$ cat src/rtl/mc_controller.sv
// mc_controller: multi-cycle main controller for a MIPS-subset datapath
// (addu, subu, ori, lui, lw, sw, beq, jal, jr) built around one shared ALU
// and one shared register file.
//
// The state register steps through FETCH -> DECODE -> EXEC -> MEM -> WB,
// leaving early where an instruction needs fewer steps. Every datapath
// control is a combinational function of the registered state, the IR
// fields op/funct, the ALU zero flag, mem_ready and the MEM wait counter.
//
// Ports:
//   clk, reset          rising-edge clock, asynchronous active-high reset
//   op, funct           instr[31:26] and instr[5:0] from the IR
//   zero                ALU equality flag (used by beq)
//   mem_ready           data memory finishes its access this cycle
//   pc_en, ir_en        PC and IR load enables
//   npc_sel             next PC: 00 PC+4, 01 branch, 10 jump, 11 GPR[rs]
//   reg_write           GRF write enable
//   reg_dst             write address: 00 rt, 01 rd, 10 $31
//   mem_to_reg          write data: 00 ALU, 10 memory, 11 PC+4
//   alu_src, ext_op     ALU B source (1 = immediate), 1 = zero-extend
//   alu_op              000 add, 001 sub, 010 or, 011 lui
//   mem_read, mem_write data memory strobes
//   state               current state (FETCH=0 .. WB=4)
//   instr_done          pulse on the final cycle of each instruction
//   illegal             pulse in DECODE for an unsupported op/funct
//   mem_err             pulse when a MEM access times out
module mc_controller #(
    parameter int WAIT_MAX = 15,
    parameter int CNT_W    = 8
) (
    input  logic       clk,
    input  logic       reset,
    input  logic [5:0] op,
    input  logic [5:0] funct,
    input  logic       zero,
    input  logic       mem_ready,
    output logic       pc_en,
    output logic       ir_en,
    output logic [1:0] npc_sel,
    output logic       reg_write,
    output logic [1:0] reg_dst,
    output logic [1:0] mem_to_reg,
    output logic       alu_src,
    output logic       ext_op,
    output logic [2:0] alu_op,
    output logic       mem_read,
    output logic       mem_write,
    output logic [2:0] state,
    output logic       instr_done,
    output logic       illegal,
    output logic       mem_err
);

    typedef enum logic [2:0] {
        S_FETCH  = 3'd0,
        S_DECODE = 3'd1,
        S_EXEC   = 3'd2,
        S_MEM    = 3'd3,
        S_WB     = 3'd4
    } state_t;

    localparam logic [5:0] OP_RTYPE = 6'b000000;
    localparam logic [5:0] OP_ORI   = 6'b001101;
    localparam logic [5:0] OP_LUI   = 6'b001111;
    localparam logic [5:0] OP_LW    = 6'b100011;
    localparam logic [5:0] OP_SW    = 6'b101011;
    localparam logic [5:0] OP_BEQ   = 6'b000100;
    localparam logic [5:0] OP_JAL   = 6'b000011;
    localparam logic [5:0] FN_ADDU  = 6'b100001;
    localparam logic [5:0] FN_SUBU  = 6'b100011;
    localparam logic [5:0] FN_JR    = 6'b001000;

    localparam logic [CNT_W-1:0] CNT_MAX = CNT_W'(WAIT_MAX);
    localparam logic [CNT_W-1:0] CNT_ONE = CNT_W'(1);

    state_t           st_q, st_d;
    logic [CNT_W-1:0] cnt_q, cnt_d;

    // instruction decode
    logic is_r, is_addu, is_subu, is_jr, is_ori, is_lui;
    logic is_lw, is_sw, is_beq, is_jal, supported;

    assign is_r      = (op == OP_RTYPE);
    assign is_addu   = is_r && (funct == FN_ADDU);
    assign is_subu   = is_r && (funct == FN_SUBU);
    assign is_jr     = is_r && (funct == FN_JR);
    assign is_ori    = (op == OP_ORI);
    assign is_lui    = (op == OP_LUI);
    assign is_lw     = (op == OP_LW);
    assign is_sw     = (op == OP_SW);
    assign is_beq    = (op == OP_BEQ);
    assign is_jal    = (op == OP_JAL);
    assign supported = is_addu | is_subu | is_jr | is_ori | is_lui |
                       is_lw | is_sw | is_beq | is_jal;

    // ALU setup shared by EXEC, MEM and WB so the ALU result stays stable
    // while it is being consumed in the later states.
    logic       x_src, x_ext;
    logic [2:0] x_op;

    always_comb begin
        x_src = is_ori | is_lui | is_lw | is_sw;
        x_ext = is_ori;
        if (is_subu || is_beq) x_op = 3'b001;
        else if (is_ori)       x_op = 3'b010;
        else if (is_lui)       x_op = 3'b011;
        else                   x_op = 3'b000;
    end

    always_ff @(posedge clk or posedge reset) begin
        if (reset) begin
            st_q  <= S_FETCH;
            cnt_q <= '0;
        end else begin
            st_q  <= st_d;
            cnt_q <= cnt_d;
        end
    end

    always_comb begin
        pc_en      = 1'b0;
        ir_en      = 1'b0;
        npc_sel    = 2'b00;
        reg_write  = 1'b0;
        reg_dst    = 2'b00;
        mem_to_reg = 2'b00;
        alu_src    = 1'b0;
        ext_op     = 1'b0;
        alu_op     = 3'b000;
        mem_read   = 1'b0;
        mem_write  = 1'b0;
        instr_done = 1'b0;
        illegal    = 1'b0;
        mem_err    = 1'b0;
        state      = st_q;
        st_d       = S_FETCH;
        cnt_d      = '0;

        case (st_q)
            S_FETCH: begin
                ir_en = 1'b1;
                pc_en = 1'b1;
                st_d  = S_DECODE;
            end
            S_DECODE: begin
                if (is_jal) begin
                    reg_write  = 1'b1;
                    reg_dst    = 2'b10;
                    mem_to_reg = 2'b11;
                    pc_en      = 1'b1;
                    npc_sel    = 2'b10;
                    instr_done = 1'b1;
                end else if (is_jr) begin
                    pc_en      = 1'b1;
                    npc_sel    = 2'b11;
                    instr_done = 1'b1;
                end else if (!supported) begin
                    illegal    = 1'b1;
                    instr_done = 1'b1;
                end else begin
                    st_d = S_EXEC;
                end
            end
            S_EXEC: begin
                alu_src = x_src;
                ext_op  = x_ext;
                alu_op  = x_op;
                if (is_lw || is_sw) begin
                    st_d = S_MEM;
                end else if (is_beq) begin
                    instr_done = 1'b1;
                    if (zero) begin
                        pc_en   = 1'b1;
                        npc_sel = 2'b01;
                    end
                end else begin
                    st_d = S_WB;
                end
            end
            S_MEM: begin
                alu_src = x_src;
                ext_op  = x_ext;
                alu_op  = x_op;
                // ready takes priority over a simultaneous timeout
                if (mem_ready) begin
                    mem_read  = is_lw;
                    mem_write = is_sw;
                    if (is_lw) st_d = S_WB;
                    else       instr_done = 1'b1;
                end else if (cnt_q == CNT_MAX) begin
                    mem_err    = 1'b1;
                    instr_done = 1'b1;
                end else begin
                    mem_read  = is_lw;
                    mem_write = is_sw;
                    cnt_d     = cnt_q + CNT_ONE;
                    st_d      = S_MEM;
                end
            end
            S_WB: begin
                reg_write  = 1'b1;
                instr_done = 1'b1;
                alu_src    = x_src;
                ext_op     = x_ext;
                alu_op     = x_op;
                reg_dst    = is_r  ? 2'b01 : 2'b00;
                mem_to_reg = is_lw ? 2'b10 : 2'b00;
            end
            default: ;  // stray encodings idle for one cycle, then FETCH
        endcase

        // reset silences the datapath immediately, not at the next edge
        if (reset) begin
            pc_en      = 1'b0;
            ir_en      = 1'b0;
            npc_sel    = 2'b00;
            reg_write  = 1'b0;
            reg_dst    = 2'b00;
            mem_to_reg = 2'b00;
            alu_src    = 1'b0;
            ext_op     = 1'b0;
            alu_op     = 3'b000;
            mem_read   = 1'b0;
            mem_write  = 1'b0;
            instr_done = 1'b0;
            illegal    = 1'b0;
            mem_err    = 1'b0;
            state      = 3'd0;
        end
    end

endmodule

$ cat config.mk
export PLATFORM = sky130hd
export DESIGN_NAME = mc_controller
export DESIGN_NICKNAME = d
export VERILOG_FILES = /design/src/rtl/mc_controller.sv
export SDC_FILE = /design/constraint.sdc
export NUM_CORES = 1
export LEC_CHECK = 0
export CAP_MARGIN = 20
export CORE_MARGIN = 5
export CORE_UTILIZATION = 47
export DETAILED_ROUTE_END_ITERATION = 16
export PLACE_DENSITY = 0.92
export SLEW_MARGIN = 10
export SYNTH_ARGS = -nofsm -noshare
export SYNTH_HDL_FRONTEND = slang
export SYNTH_SLANG_ARGS = --single-unit
$ cat constraint.sdc
create_clock -name clk -period 4.67 [get_ports clk]
set_clock_uncertainty 0.2 [all_clocks]
set_input_delay 1.401 -clock clk [delete_from_list [all_inputs] [get_ports clk]]
set_output_delay 1.401 -clock clk [all_outputs]
set_load 0.01 [all_outputs]
==> results of run 1 <==
==> critical path, stage by stage <==
cell,delay (ns)
dlygate4sd2_1,0.24
buf_4,0.14
nor4_4,0.36
nand4_1,0.21
or3_1,0.38
a21oi_2,0.14
buf_2,0.15
==> worst paths after layout <==
| kind | from | endpoint | slack [ns] |
|---|---|---|---|
| min | cnt_q[0]$_DFF_PP0_ | cnt_q[0]$_DFF_PP0_ | 0.29 |
| max in group asynchronous | reset | cnt_q[5]$_DFF_PP0_ | 2.52 |
| max | op[5] | npc_sel[0] | 0.04 |
| min in group asynchronous | reset | cnt_q[1]$_DFF_PP0_ | 1.61 |
| max reg2reg | st_q[1]$_DFF_PP0_ | cnt_q[5]$_DFF_PP0_ | 2.92 |
| min reg2reg | cnt_q[0]$_DFF_PP0_ | cnt_q[0]$_DFF_PP0_ | 0.29 |
==> cells by family (layout without fill, tap and decap cells) <==
family          Yosys count  after routing  synth area share
simple gates             75             75            0.4318
compound gates           22             22            0.1553
buf+inv                  13             70           0.06563
flops                    11             11            0.2778
xor+xnor                  6              6           0.05304
fa+ha+maj                 1              1           0.01262
other cells               1              1          0.003784
==> power groups by stage <==
stage / clock [mW] / sequential [mW] / combinational, mW
3_3_place_gp: 0 / 0.120 / 0.132
5_1_grt: 0.0714 / 0.122 / 0.146
4_1_cts: 0.0651 / 0.118 / 0.130
3_5_place_dp: 0 / 0.119 / 0.136
6_report: 0.0633 / 0.119 / 0.134
2_1_floorplan: 0 / 0.106 / 0.0798
==> metal layers <==
layer  share of wire  track usage  vias to the layer above
li1                -            -                      575
met1            0.38       0.2454                      605
met2            0.50       0.3834                       76
met3           0.080      0.03944                       20
met4           0.045       0.1085                        0
met5               0            0                        -
==> timing repair <==
action,in CTS,in global routing
endpoints found under the setup margin,16,9
setup buffers,1,0
gates resized for setup,33,14
pin swaps,5,5
gates cloned,0,0
==> registers in the layout, summed over array words and instances, names as in the netlist <==
name,flops
st_q,3
cnt_q,8
==> cells in the final DEF (no fill, tap or decap), types with 3 or more instances in the layout <==
cell type / count
or3_1: 3
nand3_1: 3
dfrtp_1: 11
nor3_1: 3
xnor2_1: 3
nand4_1: 5
nand2b_1: 3
inv_1: 4
dlygate4sd2_1: 13
buf_2: 3
clkbuf_4: 3
xor2_1: 3
nor2b_1: 4
dlymetal6s2s_1: 3
clkdlybuf4s50_1: 14
a21oi_1: 4
and3_1: 4
nor2_1: 21
o21ai_0: 3
nand2_1: 9
buf_4: 25
nor4_1: 3
nand3b_1: 3
==> through the flow <==
stage	setup TNS, ns	area [um2]
global placement	-4.042	1523
finish	0	1574
global route	-0.04903	1574
CTS	0	1553
floorplan	0	991.0
detailed placement	-4.919	1523
==> final cells by class <==
cell class / count / area, um2 / share of cell area
Tap cell: 27 / 33.78 / 0.02146
Multi-Input combinational cell: 105 / 694.4 / 0.4412
Clock buffer: 4 / 26.28 / 0.01669
Sequential cell: 11 / 275.3 / 0.1749
Inverter: 4 / 15.01 / 0.009539
Timing Repair Buffer: 62 / 529.3 / 0.3362
==> results.yml, run 1 <==
yosys:
  syn_nets: 146
  yosysTopAreaCellShare: 0.2778
  synthCells: 129
  synthFlopType: "dfrtp_1"
  yosysMostFrequentCell: "nor2_1"
  synth_async_sr_flop_share: 1.000
  ys_top_cells_by_area: "dfrtp_1 (28%), nor2_1 (8.7%), nand2_1 (3.4%), nand4_1 (3.2%), a21oi_1 (3.0%)"
  yosysTopAreaCell: "dfrtp_1"
  syn_area_um2: 991.0
  yosysWarnings: 0
  syn_area_per_cell_um2: 7.682
  ys_seq_elements: 11
  synth.top_cells.by_count: "nor2_1 (23), dfrtp_1 (11), nand2_1 (9), a21oi_1 (6), nand4_1 (5)"
  ys_types: 44
  ys_seq_area_frac: 0.2778
  synth_edf_count: 0
cts:
  clockBufferDepth: 2
  path_clk_slew_ns: 0.07
  clk_latency_ns: 0.26
  cts_buffers: 3
  htreeDepth: 1
  cts_hold_buf: 0
  root_buffer: "clkbuf_4"
  clock_sinks: 11
  cts_tree: "yes"
global_routing:
  grt_pass1_vias: 1323
  grt-ovfl-total: 0
  antenna_found_initial: 0
  grtUsageTotal: 0.2161
  grt_max_degree: 17
  grt_first_pass_wirelength_um: 5671
finish:
  area_growth_syn_to_layout_pct: 58.84
  final_cell_count_no_fill: 213
  num-fill-cells: 117
  nets: 204
  drive_gt1_frac: 0.2527
  n_antenna_cell: 0
  fin_util: 0.7942
power_and_ir_drop:
  switching_share: 0.3654
  switchingPower_mw: 0.1154
  combPwrFrac: 0.424
  finalPower_mw: 0.3159
  power.clock.fraction: 0.200
  intPower_mw: 0.2005
  powerDensity_nw_per_um2: 200.7
  p_leak_nw: 0.7565
  peakVddDrop_mv: 0.1369
  power_frac_seq: 0.376
sta:
  slew_headroom: 0.6530
  grt_setup_unrepaired: "yes"
  post-route-min-period_ns: 4.626
  finalSetupViolCount: 0
  fmax_mhz: 216.2
  timing.hold.ws_ns: 0.2868
  worst_slack_ns: 0.04416
  slew_viol_final: 0
  hold_viol: 0
  period_share: 0.9905
  tightest_slew_ns: 0.5205
die:
  io_pins: 38
  rows: 16
  initial_utilization: 0.5000
  die_h_um: 55.92
  core_um2: 1982
  die-area_um2: 3126
  die_width_um: 55.92
worst_setup_path:
  crit_fanout: 3
  rr_worst_depth: 4
  crit_type: "input pin to primary output"
  start_kind: "input pin"
  worstPathArrival_ns: 3.02
  critPathRequiredTime_ns: 3.07
  end_kind: "primary output"
detailed_routing:
  drtIter0Drc: 62
  via_per_inst: 5.991
  wl_per_cell_um: 15.92
  first_pass_iters: 4
  vias: 1276
  route.final.wire_length_um: 3391
  drtAntennaViolNets: 0
  remaining_drc_errors: 0
placed_design:
  place_ws_ns: -0.5051
  place_hpwl_um: 2484
  place_congestion: 0.9449
  port_buffers: 36
  placedCellCount: 208
run:
  cap_violations: 0
worst_hold_path:
  hp-class: "flop to flop"
  whs_path_depth: 1
run_status:
  status: "completed"
Power figures use the tool's default switching activity.
==> inputs of run 2 (changes only) <==
--- a/config.mk
+++ b/config.mk
@@ -7,9 +7,9 @@
 export LEC_CHECK = 0
 export CAP_MARGIN = 20
 export CORE_MARGIN = 5
-export CORE_UTILIZATION = 47
+export CORE_UTILIZATION = 39
 export DETAILED_ROUTE_END_ITERATION = 16
-export PLACE_DENSITY = 0.92
+export PLACE_DENSITY = 0.82
 export SLEW_MARGIN = 10
 export SYNTH_ARGS = -nofsm -noshare
 export SYNTH_HDL_FRONTEND = slang
==> constraint.sdc (replaced) <==
create_clock -name clk -period 3.97 [get_ports clk]
set_clock_uncertainty 0.2 [all_clocks]
set_input_delay 1.191 -clock clk [delete_from_list [all_inputs] [get_ports clk]]
set_output_delay 1.191 -clock clk [all_outputs]
set_load 0.01 [all_outputs]
==> run 2 against run 1 <==
The flow now finishes with violations (setup timing). Setup slack worse by 0.047 ns. Non-clock buffer count up 7. Design area is 3.5% higher. Via count shrank 4.8%. Cell count increased by 4.7%. Register-to-register slack lost 0.59 ns. Sequential share of layout area decreased by 0.59 points. Sequential power up 16%. Wire length down 8.4%. Largest cell class unchanged.
==> results.yml, run 2 (same netlist as run 1, synthesis figures left out) <==
run_status:
  status: "finished with violations"
  violations: "setup timing"
sta:
  timing.hold.ws_ns: 0.2554
  post-route-min-period_ns: 3.973
  hold_viol: 0
  fmax_mhz: 251.7
  finalSetupViolCount: 1
  worst_slack_ns: -0.003241
  final.setup.tns_ns: -0.003241
  period_share: 1.001
  grt_setup_unrepaired: "yes"
  slew_viol_final: 0
die:
  die-area_um2: 3649
  initial_utilization: 0.4037
  die_width_um: 60.41
  rows: 18
  io_pins: 38
  core_um2: 2455
  die_h_um: 60.41
worst_setup_path:
  ff2ff_setup_slack_ns: 2.33
  crit_fanout: 7
  crit_type: "input pin to primary output"
  crit_chain: "buf_4, or3b_4, or4_4, a211oi_2, buf_2"
  start_kind: "input pin"
  r2r-start: "cnt_q[5]$_DFF_PP0_"
  slowest_delay_ns: 0.43
  worstPathArrival_ns: 2.58
  cp_slowest_cell: "or3b_4"
  critPathRequiredTime_ns: 2.58
  rr_worst_depth: 4
  timing.rr.end: "st_q[1]$_DFF_PP0_"
  end_kind: "primary output"
worst_hold_path:
  hold_end: "cnt_q[0]$_DFF_PP0_"
  whs_path_depth: 1
  holdCritStartpoint: "cnt_q[0]$_DFF_PP0_"
  hp-class: "flop to flop"
placed_design:
  placedCellCount: 216
  place_ws_ns: -0.8480
  place_hpwl_um: 2430
  post_dp_cell_area_um2: 1564
  place_congestion: 0.8885
  port_buffers: 36
cts:
  cts_buffers: 3
  path_clk_slew_ns: 0.06
  root_buffer: "clkbuf_4"
  clock_sinks: 11
  cts_tree: "yes"
  htreeDepth: 1
  clockBufferDepth: 2
  clk_latency_ns: 0.27
power_and_ir_drop:
  switching_share: 0.3695
  finalPower_mw: 0.3792
  switchingPower_mw: 0.1401
  powerDensity_nw_per_um2: 232.8
  p_leak_nw: 0.7584
  peakVddDrop_mv: 0.2376
  intPower_mw: 0.2391
  power.clock.fraction: 0.198
  power_frac_seq: 0.363
  combPwrFrac: 0.439
finish:
  seq_area_um2: 275.3
  multi_input_area_um2: 719.4
  num-fill-cells: 209
  area_growth_syn_to_layout_pct: 64.39
  finalInstanceArea_um2: 1629
  drive_gt1_frac: 0.3368
  final_cell_count_no_fill: 223
  largest_reg_flops: 8
  fin_util: 0.6636
  largest_registers: "cnt_q (8), st_q (3)"
  final_common_cell: "buf_4"
  final_cell_mix: "buf_4 (31), nor2_1 (22), dlygate4sd2_1 (13)"
  n_antenna_cell: 0
  nets: 211
  largest-register: "cnt_q"
global_routing:
  grt-ovfl-total: 0
  grt_max_degree: 13
  grt_pass1_vias: 1197
  grt_first_pass_wirelength_um: 5264
  grtUsageTotal: 0.1862
  antenna_found_initial: 0
detailed_routing:
  route.final.wire_length_um: 3107
  drtIter0Drc: 41
  drtAntennaViolNets: 0
  remaining_drc_errors: 0
  vias: 1215
  wl_per_cell_um: 13.93
  via_per_inst: 5.448
  first_pass_iters: 4
run:
  cap_violations: 0
==> run 2: cell types whose count changed in the layout (fill, tap and decap cells not counted), moves of 2 or more <==
cell / change
dlymetal6s2s_1: -2
buf_2: +5
clkdlybuf4s15_1: +2
buf_4: +6
buf_6: +3
clkdlybuf4s50_1: -8
==> run 2: power by group through the flow <==
stage	clock network [mW]	logic, mW	registers, mW
2_1_floorplan	0	0.0939	0.125
3_5_place_dp	0	0.166	0.139
6_report	0.0750	0.166	0.138
3_3_place_gp	0	0.164	0.139
5_1_grt	0.0797	0.182	0.140
4_1_cts	0.0777	0.163	0.137
==> run 2: critical path: cells and delay by family <==
kind | cells | cell delay [ns]
AND/OR/NAND/NOR | 2 | 0.85
buffers and inverters | 2 | 0.30
AO/OA/AOI/OAI | 1 | 0.23
==> run 2: repair_timing <==
action                     4_1_cts  5_1_grt
setup endpoints to repair       18       17
hold buffers                     0        0
pin swaps                       10        7
setup buffers                    1        2
gates cloned                     0        0
resized for setup               76       14
==> run 2: worst max path at each step <==
stage / start / end / slack [ns] / depth (start not counted)
after floorplan: op[3] / reg_write / 0.13 / 5
after global placement: op[2] / mem_to_reg[1] / -0.80 / 5
after detailed placement: op[2] / mem_to_reg[1] / -0.85 / 5
after CTS: op[4] / npc_sel[0] / -0.02 / 7
after global routing: op[4] / npc_sel[0] / -0.07 / 7
final: op[2] / mem_to_reg[1] / -0.003 / 5
==> run 2: layout make-up <==
type | instances | share of cell area
Inverter | 4 | 0.009217
Multi-Input combinational cell | 105 | 0.4416
Clock buffer | 4 | 0.01613
Timing Repair Buffer | 69 | 0.3410
Tap cell | 30 | 0.02304
Sequential cell | 11 | 0.1690
==> run 2: metal layers <==
metal  vias to the layer above  global-route usage  share of wire
met5                         -                   0              0
met4                         0             0.08544          0.026
met3                        11             0.03830          0.075
met2                        56              0.3164           0.47
met1                       557              0.2253           0.42
li1                        591                   -              -
